==> src/rtl/aes_cfg.sv <==
// Shared constants, FSM encoding and GF(2^8) helpers for the sequential AES SubBytes engine.
package aes_cfg;

    localparam logic [7:0] AFF_C     = 8'h63;
    localparam logic [7:0] INV_AFF_C = 8'h05;

    typedef enum logic [1:0] {
        ST_IDLE  = 2'd0,
        ST_RUN   = 2'd1,
        ST_DRAIN = 2'd2,
        ST_DONE  = 2'd3
    } state_e;

    // LSB position of byte k inside a 128-bit state word
    function automatic int byte_lsb(input int k);
        return 8 * k;
    endfunction

    // Multiply in GF(2^8) modulo x^8 + x^4 + x^3 + x + 1
    function automatic logic [7:0] gf_mul(input logic [7:0] a, input logic [7:0] b);
        logic [7:0] p;
        logic [7:0] aa;
        p  = 8'h00;
        aa = a;
        for (int i = 0; i < 8; i++) begin
            if (b[i]) p = p ^ aa;
            aa = {aa[6:0], 1'b0} ^ (aa[7] ? 8'h1b : 8'h00);
        end
        return p;
    endfunction

endpackage

==> src/rtl/aes_sbox_byte.sv <==
// Combinational byte S-box: forward A(inv(x)) or inverse inv(A^-1(x)), selected by dec.
module aes_sbox_byte
    import aes_cfg::*;
(
    input  logic [7:0] x,
    input  logic       dec,
    output logic [7:0] y
);

    logic [7:0] inv_aff;
    logic [7:0] core_in;
    logic [7:0] core_out;
    logic [7:0] fwd_aff;

    // Rotate-right forms of b_(i+k): bit i of {b[k-1:0], b[7:k]} is b[(i+k) mod 8]
    always_comb begin
        inv_aff = {x[1:0], x[7:2]} ^ {x[4:0], x[7:5]} ^ {x[6:0], x[7]} ^ INV_AFF_C;
        core_in = dec ? inv_aff : x;
    end

    gf_mulinv_8 u_inv (
        .a_i   (core_in),
        .inv_o (core_out)
    );

    always_comb begin
        fwd_aff = core_out
                ^ {core_out[3:0], core_out[7:4]}
                ^ {core_out[4:0], core_out[7:5]}
                ^ {core_out[5:0], core_out[7:6]}
                ^ {core_out[6:0], core_out[7]}
                ^ AFF_C;
        y = dec ? core_out : fwd_aff;
    end

endmodule

==> src/rtl/gf_mulinv_8.sv <==
// GF(2^8) multiplicative inverse as a^254 via a fixed square-and-multiply chain; inv(0)=0 falls out.
module gf_mulinv_8
    import aes_cfg::*;
(
    input  logic [7:0] a_i,
    output logic [7:0] inv_o
);

    logic [7:0] p2, p3, p6, p12, p15, p30, p60, p120, p240, p252;

    always_comb begin
        p2    = gf_mul(a_i, a_i);
        p3    = gf_mul(p2, a_i);
        p6    = gf_mul(p3, p3);
        p12   = gf_mul(p6, p6);
        p15   = gf_mul(p12, p3);
        p30   = gf_mul(p15, p15);
        p60   = gf_mul(p30, p30);
        p120  = gf_mul(p60, p60);
        p240  = gf_mul(p120, p120);
        p252  = gf_mul(p240, p12);
        inv_o = gf_mul(p252, p2);
    end

endmodule

==> src/rtl/aes_subbytes_seq.sv <==
// Sequential SubBytes/InvSubBytes: captures a 128-bit state, substitutes LANES bytes per cycle,
// and presents the full result over a valid/ready handshake.
//
//   state    | meaning
//   ---------+-------------------------------------------------------------
//   ST_IDLE  | din_ready high, waiting for an input handshake
//   ST_RUN   | one byte group substituted per cycle, g counts groups
//   ST_DRAIN | PIPE=1 only: last group written from the pipe register
//   ST_DONE  | result complete; dout_valid raised, held until dout_ready
module aes_subbytes_seq
    import aes_cfg::*;
#(
    parameter int LANES = 4,
    parameter int PIPE  = 0
) (
    input  logic         CLK,
    input  logic         RSTn,
    input  logic [127:0] din,
    input  logic         dec,
    input  logic         din_valid,
    output logic         din_ready,
    output logic [127:0] dout,
    output logic         dout_valid,
    input  logic         dout_ready
);

    localparam int NGROUPS = 16 / LANES;
    localparam int GW      = (NGROUPS > 1) ? $clog2(NGROUPS) : 1;
    localparam int LW      = LANES * 8;

    if (!(LANES == 1 || LANES == 2 || LANES == 4 || LANES == 8 || LANES == 16)) begin : g_bad_lanes
        $error("aes_subbytes_seq: LANES must be 1, 2, 4, 8 or 16");
    end
    if (!(PIPE == 0 || PIPE == 1)) begin : g_bad_pipe
        $error("aes_subbytes_seq: PIPE must be 0 or 1");
    end

    state_e         state_q, state_d;
    logic [GW-1:0]  g_q, g_d;
    logic [127:0]   blk_q, blk_d;
    logic           dec_q, dec_d;
    logic [127:0]   dout_q, dout_d;
    logic           dout_valid_q, dout_valid_d;
    logic           din_ready_q, din_ready_d;
    logic [LW-1:0]  pipe_q, pipe_d;
    logic [GW-1:0]  pipe_g_q, pipe_g_d;
    logic           pipe_v_q, pipe_v_d;

    logic [LW-1:0]  lane_x;
    logic [LW-1:0]  lane_y;
    logic           wr_en;
    logic [GW-1:0]  wr_g;
    logic [LW-1:0]  wr_data;
    logic           last_grp;

    always_comb begin
        lane_x = '0;
        for (int g = 0; g < NGROUPS; g++) begin
            if (g_q == GW'(g)) lane_x = blk_q[byte_lsb(g * LANES) +: LW];
        end
    end

    for (genvar l = 0; l < LANES; l++) begin : g_lane
        aes_sbox_byte u_sbox (
            .x   (lane_x[l*8 +: 8]),
            .dec (dec_q),
            .y   (lane_y[l*8 +: 8])
        );
    end

    // With PIPE the write port is fed from the pipe register one cycle behind the issue
    always_comb begin
        if (PIPE != 0) begin
            wr_en   = pipe_v_q;
            wr_g    = pipe_g_q;
            wr_data = pipe_q;
        end else begin
            wr_en   = (state_q == ST_RUN);
            wr_g    = g_q;
            wr_data = lane_y;
        end
        last_grp = (g_q == GW'(NGROUPS - 1));
    end

    always_comb begin
        state_d      = state_q;
        g_d          = g_q;
        blk_d        = blk_q;
        dec_d        = dec_q;
        dout_d       = dout_q;
        dout_valid_d = dout_valid_q;
        din_ready_d  = din_ready_q;
        pipe_d       = pipe_q;
        pipe_g_d     = pipe_g_q;
        pipe_v_d     = 1'b0;

        if (wr_en) begin
            for (int g = 0; g < NGROUPS; g++) begin
                if (wr_g == GW'(g)) dout_d[byte_lsb(g * LANES) +: LW] = wr_data;
            end
        end

        case (state_q)
            ST_IDLE: begin
                if (din_valid && din_ready_q) begin
                    blk_d       = din;
                    dec_d       = dec;
                    g_d         = '0;
                    din_ready_d = 1'b0;
                    state_d     = ST_RUN;
                end
            end
            ST_RUN: begin
                if (PIPE != 0) begin
                    pipe_d   = lane_y;
                    pipe_g_d = g_q;
                    pipe_v_d = 1'b1;
                end
                if (last_grp) begin
                    g_d     = '0;
                    state_d = (PIPE != 0) ? ST_DRAIN : ST_DONE;
                end else begin
                    g_d = g_q + GW'(1);
                end
            end
            ST_DRAIN: begin
                state_d = ST_DONE;
            end
            ST_DONE: begin
                // dout_valid rises one edge after entry, giving the fixed N+PIPE+1 latency
                if (dout_valid_q && dout_ready) begin
                    dout_valid_d = 1'b0;
                    din_ready_d  = 1'b1;
                    state_d      = ST_IDLE;
                end else begin
                    dout_valid_d = 1'b1;
                end
            end
            default: begin
                state_d = ST_IDLE;
            end
        endcase
    end

    always_ff @(posedge CLK) begin
        if (!RSTn) begin
            state_q      <= ST_IDLE;
            g_q          <= '0;
            blk_q        <= '0;
            dec_q        <= 1'b0;
            dout_q       <= '0;
            dout_valid_q <= 1'b0;
            din_ready_q  <= 1'b1;
            pipe_q       <= '0;
            pipe_g_q     <= '0;
            pipe_v_q     <= 1'b0;
        end else begin
            state_q      <= state_d;
            g_q          <= g_d;
            blk_q        <= blk_d;
            dec_q        <= dec_d;
            dout_q       <= dout_d;
            dout_valid_q <= dout_valid_d;
            din_ready_q  <= din_ready_d;
            pipe_q       <= pipe_d;
            pipe_g_q     <= pipe_g_d;
            pipe_v_q     <= pipe_v_d;
        end
    end

    assign dout       = dout_q;
    assign dout_valid = dout_valid_q;
    assign din_ready  = din_ready_q;

endmodule
==> config.mk <==
export PLATFORM = sky130hd
export DESIGN_NAME = aes_subbytes_seq
export DESIGN_NICKNAME = d
export VERILOG_FILES = /design/src/rtl/aes_cfg.sv /design/src/rtl/aes_sbox_byte.sv /design/src/rtl/gf_mulinv_8.sv /design/src/rtl/aes_subbytes_seq.sv
export SDC_FILE = /design/constraint.sdc
export NUM_CORES = 2
export LEC_CHECK = 0
export BUFFER_PORTS_ARGS = -buffer_cell sky130_fd_sc_hd__buf_4
export CORE_ASPECT_RATIO = 1.2
export CORE_MARGIN = 5
export CORE_UTILIZATION = 40
export CTS_CLUSTER_DIAMETER = 150
export DETAILED_ROUTE_END_ITERATION = 10
export GPL_TIMING_DRIVEN = 0
export PLACE_DENSITY = 0.56
export SLEW_MARGIN = 20
export SYNTH_ARGS = -nofsm -noshare
export SYNTH_HDL_FRONTEND = slang
export SYNTH_HIERARCHICAL = 1
export SYNTH_SLANG_ARGS = --single-unit
==> constraint.sdc <==
create_clock -name CLK -period 31.1 [get_ports CLK]
set_clock_uncertainty 0.05 [all_clocks]
set_input_delay 4.665 -clock CLK [delete_from_list [all_inputs] [get_ports CLK]]
set_output_delay 4.665 -clock CLK [all_outputs]
set_load 0.01 [all_outputs]
# Word level (Yosys, flattened, before mapping)
# Cells that the tools add are included.
dict set report op_classes {
  addsub 1
  eq_ne 9
  n_mux 683
  bitwise 648
  n_reduce_logical 14
}
# cell count
set ops {}
lappend ops {{$mux 8} 360}
lappend ops {{$xor 8x8->8} 332}
lappend ops {{$xor 8x5->8} 308}
lappend ops {{$mux 5} 308}
lappend ops {{$mux 32} 4}
lappend ops {{$not 4->4} 4}
lappend ops {{$reduce_and 2->1} 6}
lappend ops {{$mux 2} 5}
lappend ops {{$eq 2x2->1 const B} 4}
lappend ops {{$not 2->2} 4}
lappend ops {{$pmux 2 s4} 1}
lappend ops {{$reduce_and 3->1} 2}
lappend ops {{$eq 2x1->1 const B} 2}
lappend ops {{$logic_not 2->1} 2}
lappend ops {{$ne 2x2->1 const B} 2}
lappend ops {{$pmux 2 s2} 1}
lappend ops {{$reduce_bool 2->1} 2}
lappend ops {{$mux 1} 3}
lappend ops {{$add 2x1->2 const B} 1}
lappend ops {{$logic_and 1x1->1} 2}
lappend ops {{$ne 2x1->1 const B} 1}
lappend ops {{$pmux 1 s2} 1}
dict set report totals {
  register_bits 263
  in_bits 133
  output_inout_bits 130
  word_cells 1365
}

# Logic depth before layout (Yosys ltp)
dict set report logic_depth {
  word_depth 191
  ltp_mapped 91
  mapped_depth_nobuf 78
}

# Modules after synthesis
# The synthesis kept the hierarchy.
# mod instances cells_per_inst area_each_um2 seq_area_each_um2
set by_module_without_submodules {}
lappend by_module_without_submodules {gf_mulinv_8 4 1309 10572.6 0.0}
lappend by_module_without_submodules {aes_subbytes_seq 1 1381 11029.3 5265.0}
lappend by_module_without_submodules {{aes_sbox_byte (g_lane[1].u_sbox ...)} 3 61 504.2 0.0}
lappend by_module_without_submodules {{aes_sbox_byte (g_lane[0].u_sbox)} 1 57 462.9 0.0}

# Worst setup path after synthesis
# OpenSTA, ideal clock, no wires.
dict set report synth_path {
  path_kind {register -> register}
  startpoint {reg g_q[0]}
  endpoint {reg dout_q[35] (netlist: dout[35])}
  setup_time_ns 0.076
  t_arrival_ns 18.930
  t_required_ns 30.974
  setup_slack_ns 12.044
  stages_incl_launch_ff 84
  period_less_slack_ns 19.056
  cell_sequence {dfxtp_1 inv_1 ha_1 buf_2 buf_2 a21oi_1 o21ai_0 a22o_1 xnor2_1 xnor2_1 mux2_2 ha_1 buf_2 xor2_2 mux2i_1 xor2_1 xnor2_1 xnor2_2 (+48 left out) nand2_1 xor2_1 xnor2_1 xnor2_1 xnor2_1 xnor2_1 xnor2_4 xnor3_2 xnor2_2 a221oi_2 xnor3_1 xnor2_1 xnor2_1 xor2_1 nor2_1 xor2_1 nand2_1 a21boi_0}
}
dict set report synth_between {
  elab_cells_between_ends 337
  cone_classes {eq/ne: 3; mux: 171; bitwise: 161; reduce/logical: 2}
}
# element line_no
set synth_rtl {}
lappend synth_rtl {{start: declaration} aes_subbytes_seq.sv:39} ;# logic [GW-1:0] g_q, g_d;
lappend synth_rtl {{start signal: assignment} aes_subbytes_seq.sv:159} ;# g_q <= g_d;
lappend synth_rtl {{$logic_not 2->1} aes_subbytes_seq.sv:59} ;# if (g_q == GW'(g)) lane_x = blk_q[byte_lsb(g * LANES) +: LW];
lappend synth_rtl {{$mux 32 (3 in a row)} aes_subbytes_seq.sv:59}
lappend synth_rtl {{$mux 32 (*)} aes_subbytes_seq.sv:59}
lappend synth_rtl {{net lane_x[4]} aes_subbytes_seq.sv:49} ;# logic [LW-1:0] lane_x;
lappend synth_rtl {{$xor 8x8->8 (*) (2 in a row)} aes_sbox_byte.sv:17} ;# inv_aff = {x[1:0], x[7:2]} ^ {x[4:0], x[7:5]} ^ {x[6:0], x[7]} ^ INV_AFF_C;
lappend synth_rtl {{$mux 8 (*)} aes_sbox_byte.sv:18} ;# core_in = dec ? inv_aff : x;
lappend synth_rtl {{net g_lane[0].u_sbox.core_in[7]} aes_sbox_byte.sv:11} ;# logic [7:0] core_in;
lappend synth_rtl {{$mux 5 or $mux 8 (tied branches)} {aes_cfg.sv:27, aes_cfg.sv:26}}
lappend synth_rtl {{(+165 left out)} n/a}
lappend synth_rtl {{$mux 8} aes_cfg.sv:26} ;# if (b[i]) p = p ^ aa;
lappend synth_rtl {{$xor 8x8->8} aes_cfg.sv:26}
lappend synth_rtl {{$mux 8 (*)} aes_cfg.sv:26}
lappend synth_rtl {{net g_lane[0].u_sbox.core_out[1]} aes_sbox_byte.sv:12} ;# logic [7:0] core_out;
lappend synth_rtl {{$xor 8x8->8 (*)} aes_sbox_byte.sv:30} ;# ^ {core_out[5:0], core_out[7:6]}
lappend synth_rtl {{$xor 8x8->8 (*)} aes_sbox_byte.sv:31} ;# ^ {core_out[6:0], core_out[7]}
lappend synth_rtl {{$mux 8 (*)} aes_sbox_byte.sv:33} ;# y = dec ? core_out : fwd_aff;
lappend synth_rtl {{net lane_y[3]} aes_subbytes_seq.sv:50} ;# logic [LW-1:0] lane_y;
lappend synth_rtl {{end signal: assignment} aes_subbytes_seq.sv:162} ;# dout_q <= dout_d;
lappend synth_rtl {{end: declaration} aes_subbytes_seq.sv:42} ;# logic [127:0] dout_q, dout_d;
# Mark *: on every way through the listed nets, which the timed path passes. The rest lies on a longest branch.
# A chain may end at the register's enable or synchronous reset.

# Worst setup path in the final report
dict set report layout_path {
  startpoint {reg g_q[0]}
  endpoint {reg dout_q[35] (netlist: dout[35])}
}
dict set report layout_between {
  elab_cells_between_ends 337
  cone_classes {eq/ne: 3; mux: 171; bitwise: 161; reduce/logical: 2}
}
# element line_no
set layout_rtl {}
lappend layout_rtl {{$logic_not 2->1} aes_subbytes_seq.sv:59}
lappend layout_rtl {{$mux 32 (3 in a row)} aes_subbytes_seq.sv:59}
lappend layout_rtl {{$mux 32 (*)} aes_subbytes_seq.sv:59}
lappend layout_rtl {{net lane_x[5]} aes_subbytes_seq.sv:49}
lappend layout_rtl {{$xor 8x8->8 (*) (2 in a row)} aes_sbox_byte.sv:17}
lappend layout_rtl {{$not 2->2 (no line) (*)} n/a}
lappend layout_rtl {{$mux 8 (*)} aes_sbox_byte.sv:18}
lappend layout_rtl {{net g_lane[0].u_sbox.core_in[0]} aes_sbox_byte.sv:11}
lappend layout_rtl {{(+166 left out)} n/a}
lappend layout_rtl {{$mux 8} aes_cfg.sv:26}
lappend layout_rtl {{$xor 8x8->8} aes_cfg.sv:26}
lappend layout_rtl {{$mux 8 (*)} aes_cfg.sv:26}
lappend layout_rtl {{net g_lane[0].u_sbox.core_out[1]} aes_sbox_byte.sv:12}
lappend layout_rtl {{$xor 8x8->8 (*)} aes_sbox_byte.sv:30}
lappend layout_rtl {{$xor 8x8->8 (*)} aes_sbox_byte.sv:31}
lappend layout_rtl {{$mux 8 (*)} aes_sbox_byte.sv:33}
lappend layout_rtl {{net lane_y[3]} aes_subbytes_seq.sv:50}
# Marks and branches as above.

==> flow_metrics.tcl <==
set metrics [dict create \
    initial_core_util_pct 40.2 \
    die_w_um 349 \
    r2r_cells 81 \
    drtIter0Drc 3446 \
    synthTopCellsByArea "xnor2_1, xnor3_1, dfxtp_1" \
    async_flop_share_pct 0 \
    worst_path_max_delay_cell "xor2_1" \
    clkTransAtPathRegs_ps 60 \
    clock_latency_ps 630 \
    syn-num-nets 7025 \
    rows 149 \
    nets 7319 \
    fmax_mhz 40.8 \
    cts_sinks 263 \
    r2r-start "g_q[0]" \
    r2r_setup_slack_ps 6560 \
    tritoncts "done" \
    n_antenna_cell 0 \
    cts_buffer_depth 3 \
    synth_top_cell_by_area "xnor2_1" \
    grt_overflow 0 \
    die_y_um 417 \
    synth_top_area_share_pct 17.6 \
    ys_seq_area_share_pct 9.52 \
    core_um2 137000 \
    hp-class "reg -> reg" \
    vias 48000 \
    avgSynthCellArea_um2 8.06 \
    grt_first_pass_wirelength_mm 268 \
    post-route-period-util_pct 78.9 \
    hold_depth 2 \
    antenna_found_initial 6 \
    grtUsageTotal_pct 22.4 \
    cp-start-kind "flip-flop" \
    grt_pass1_vias 46500 \
    layout_common_cells "nand2_1, xnor2_1, nor2_1, xor2_1, buf_4" \
    slew_headroom_pct 20.9 \
    min-delay-start "blk_q[5]" \
    ctsHtreeMaxLevel 1 \
    ys_types 96 \
    portBuffers 261 \
    dp_hpwl_mm 136 \
    post_cts_resized 0 \
    slowest_delay_ps 930 \
    drc 0 \
    viasPerCell 5.34 \
    finalSetupViolations 0 \
    place_congestion 0.918 \
    synth-seq-cells 263 \
    hold_ws_ps 404 \
    cts-root-buf "clkbuf_16" \
    drv_slew 0 \
    synth_edf_count 0 \
    period_needed_ps 24540 \
    ctsHoldBuffers 0 \
    rsz0062_at_grt "false" \
    wirelength_mm 172 \
    drtAntennaViolNets 0 \
    drive_gt1_share_pct 14.2 \
    syn-instance-count 6857 \
    worst_pin_slew_ps 1180 \
    die_area_um2 146000 \
    layout_commonest_cell "nand2_1" \
    yosys_warnings 6 \
    ys.flop_type "dfxtp_1" \
    finalSetupTns_ps 0 \
    drtPass1Iterations 6 \
    r2r_end "dout[35]" \
    max-cap-violations 0 \
    outcome "completed" \
    hold_violations 0 \
    cpMostUsedCell "xnor2_1" \
    grt_max_degree 17 \
    syn_area_um2 55300 \
    cts_setup_buffers 0 \
    worstPathRequired_ps 31600 \
    worstPathArrival_ps 25040 \
    area_delta_synth_final_pct 9.60 \
    hold_end "blk_q[5]" \
    wl_per_cell_um 19.1 \
    cts_made_buffers 31 \
    critPathKind "reg -> reg" \
    endpoint_kind "flip-flop" \
    io_pins 263 \
    crit_fanout 10 \
]
cell families (layout without fill, tap and decap cells):
logic type      Yosys count  count (layout)  synth area share, %
buf+inv                 642             959                 5.52
xor+xnor               2058            2058                 44.9
mux                     246             246                 4.63
compound gates         1179            1179                 15.3
flops                   263             263                 9.52
simple gates           2434            2434                 19.4
fa+ha+maj                35              35                0.792
Yosys cell counts (all sizes together) (12+ instances only):
cell     instances
a2111oi         20
a211oi          40
a21boi         264
a21oi          277
a221oi          17
a22o            32
a22oi           28
a311oi          24
a31o            12
a31oi           36
a32oi           12
and2            40
and3            37
and4            12
buf            254
clkbuf         219
dfxtp          263
ha              35
inv            169
mux2            52
mux2i          194
nand2         1219
nand2b         105
nand3          126
nand3b          25
nand4           20
nor2           573
nor2b           40
nor3           108
nor3b           28
nor4            12
o2111ai         16
o211ai          36
o21ai          167
o221ai          12
o22ai           68
o2bb2ai         20
o311ai          24
or3             40
or4             16
xnor2         1276
xnor3          272
xor2           470
xor3            40
per-stage QoR:
| stage | instance area [µm²] | cells | worst slack [ps] | utilization (%) |
|---|---|---|---|---|
| 2_1_floorplan | 55300 | 6857 | 12040 | - |
| 3_3_place_gp | 59500 | 8930 | 7190 | 43.3 |
| 3_5_place_dp | 59500 | 8930 | 6990 | 43.3 |
| 4_1_cts | 60600 | 8986 | 6850 | 44.1 |
| 5_1_grt | 60600 | 8986 | 5000 | 44.1 |
| 6_report | 60600 | 8986 | 6560 | 44.1 |
flip-flops by register name (all words and copies together) (netlist names):
register,count
blk_q,128
dec_q,1
din_ready,1
g_q,2
dout_valid,1
dout,128
state_q,2
worst max-delay path: cells and delay by family (launching register included):
family,cells,cell delay [ps]
adders and majority gates,8,2660
DFF,1,390
buffers and inverters,18,5000
and+or+nand+nor,10,1370
xor gates and xnor gates,33,12350
AOI/OAI and AO/OA,12,2660
final cells by class:
type                       count  area (µm²)
timing repair buffer         261        1960
sequential                   263        5270
inverter                     169         634
buffer                       473        2420
clock buffer                  41         883
clock inverter                15         189
fill                       13900       76800
multi-input combinational   5952       47000
tap                         1812        2270
worst max path at each step:
stage / start / to / slack (ps) / cells after the start
2_1_floorplan: g_q[0] / dout[35] / 12040 / 83
3_3_place_gp: g_q[0] / dout[35] / 7190 / 81
3_5_place_dp: g_q[0] / dout[3] / 6990 / 83
4_1_cts: g_q[0] / dout[99] / 6850 / 83
5_1_grt: g_q[0] / dout[99] / 5000 / 82
6_report: g_q[0] / dout[35] / 6560 / 81
routing by layer:
layer  vias up  wire [µm]  track usage (%)
li1      23600          -                -
met1     23000      75700             29.4
met2      1217      83500             39.8
met3       204       8140             2.07
met4         6       4220             5.26
met5         -         34                0
Power is left out: the tool's default activity adds up to more than one toggle a clock period on the data nets, which glitch-free logic cannot reach.
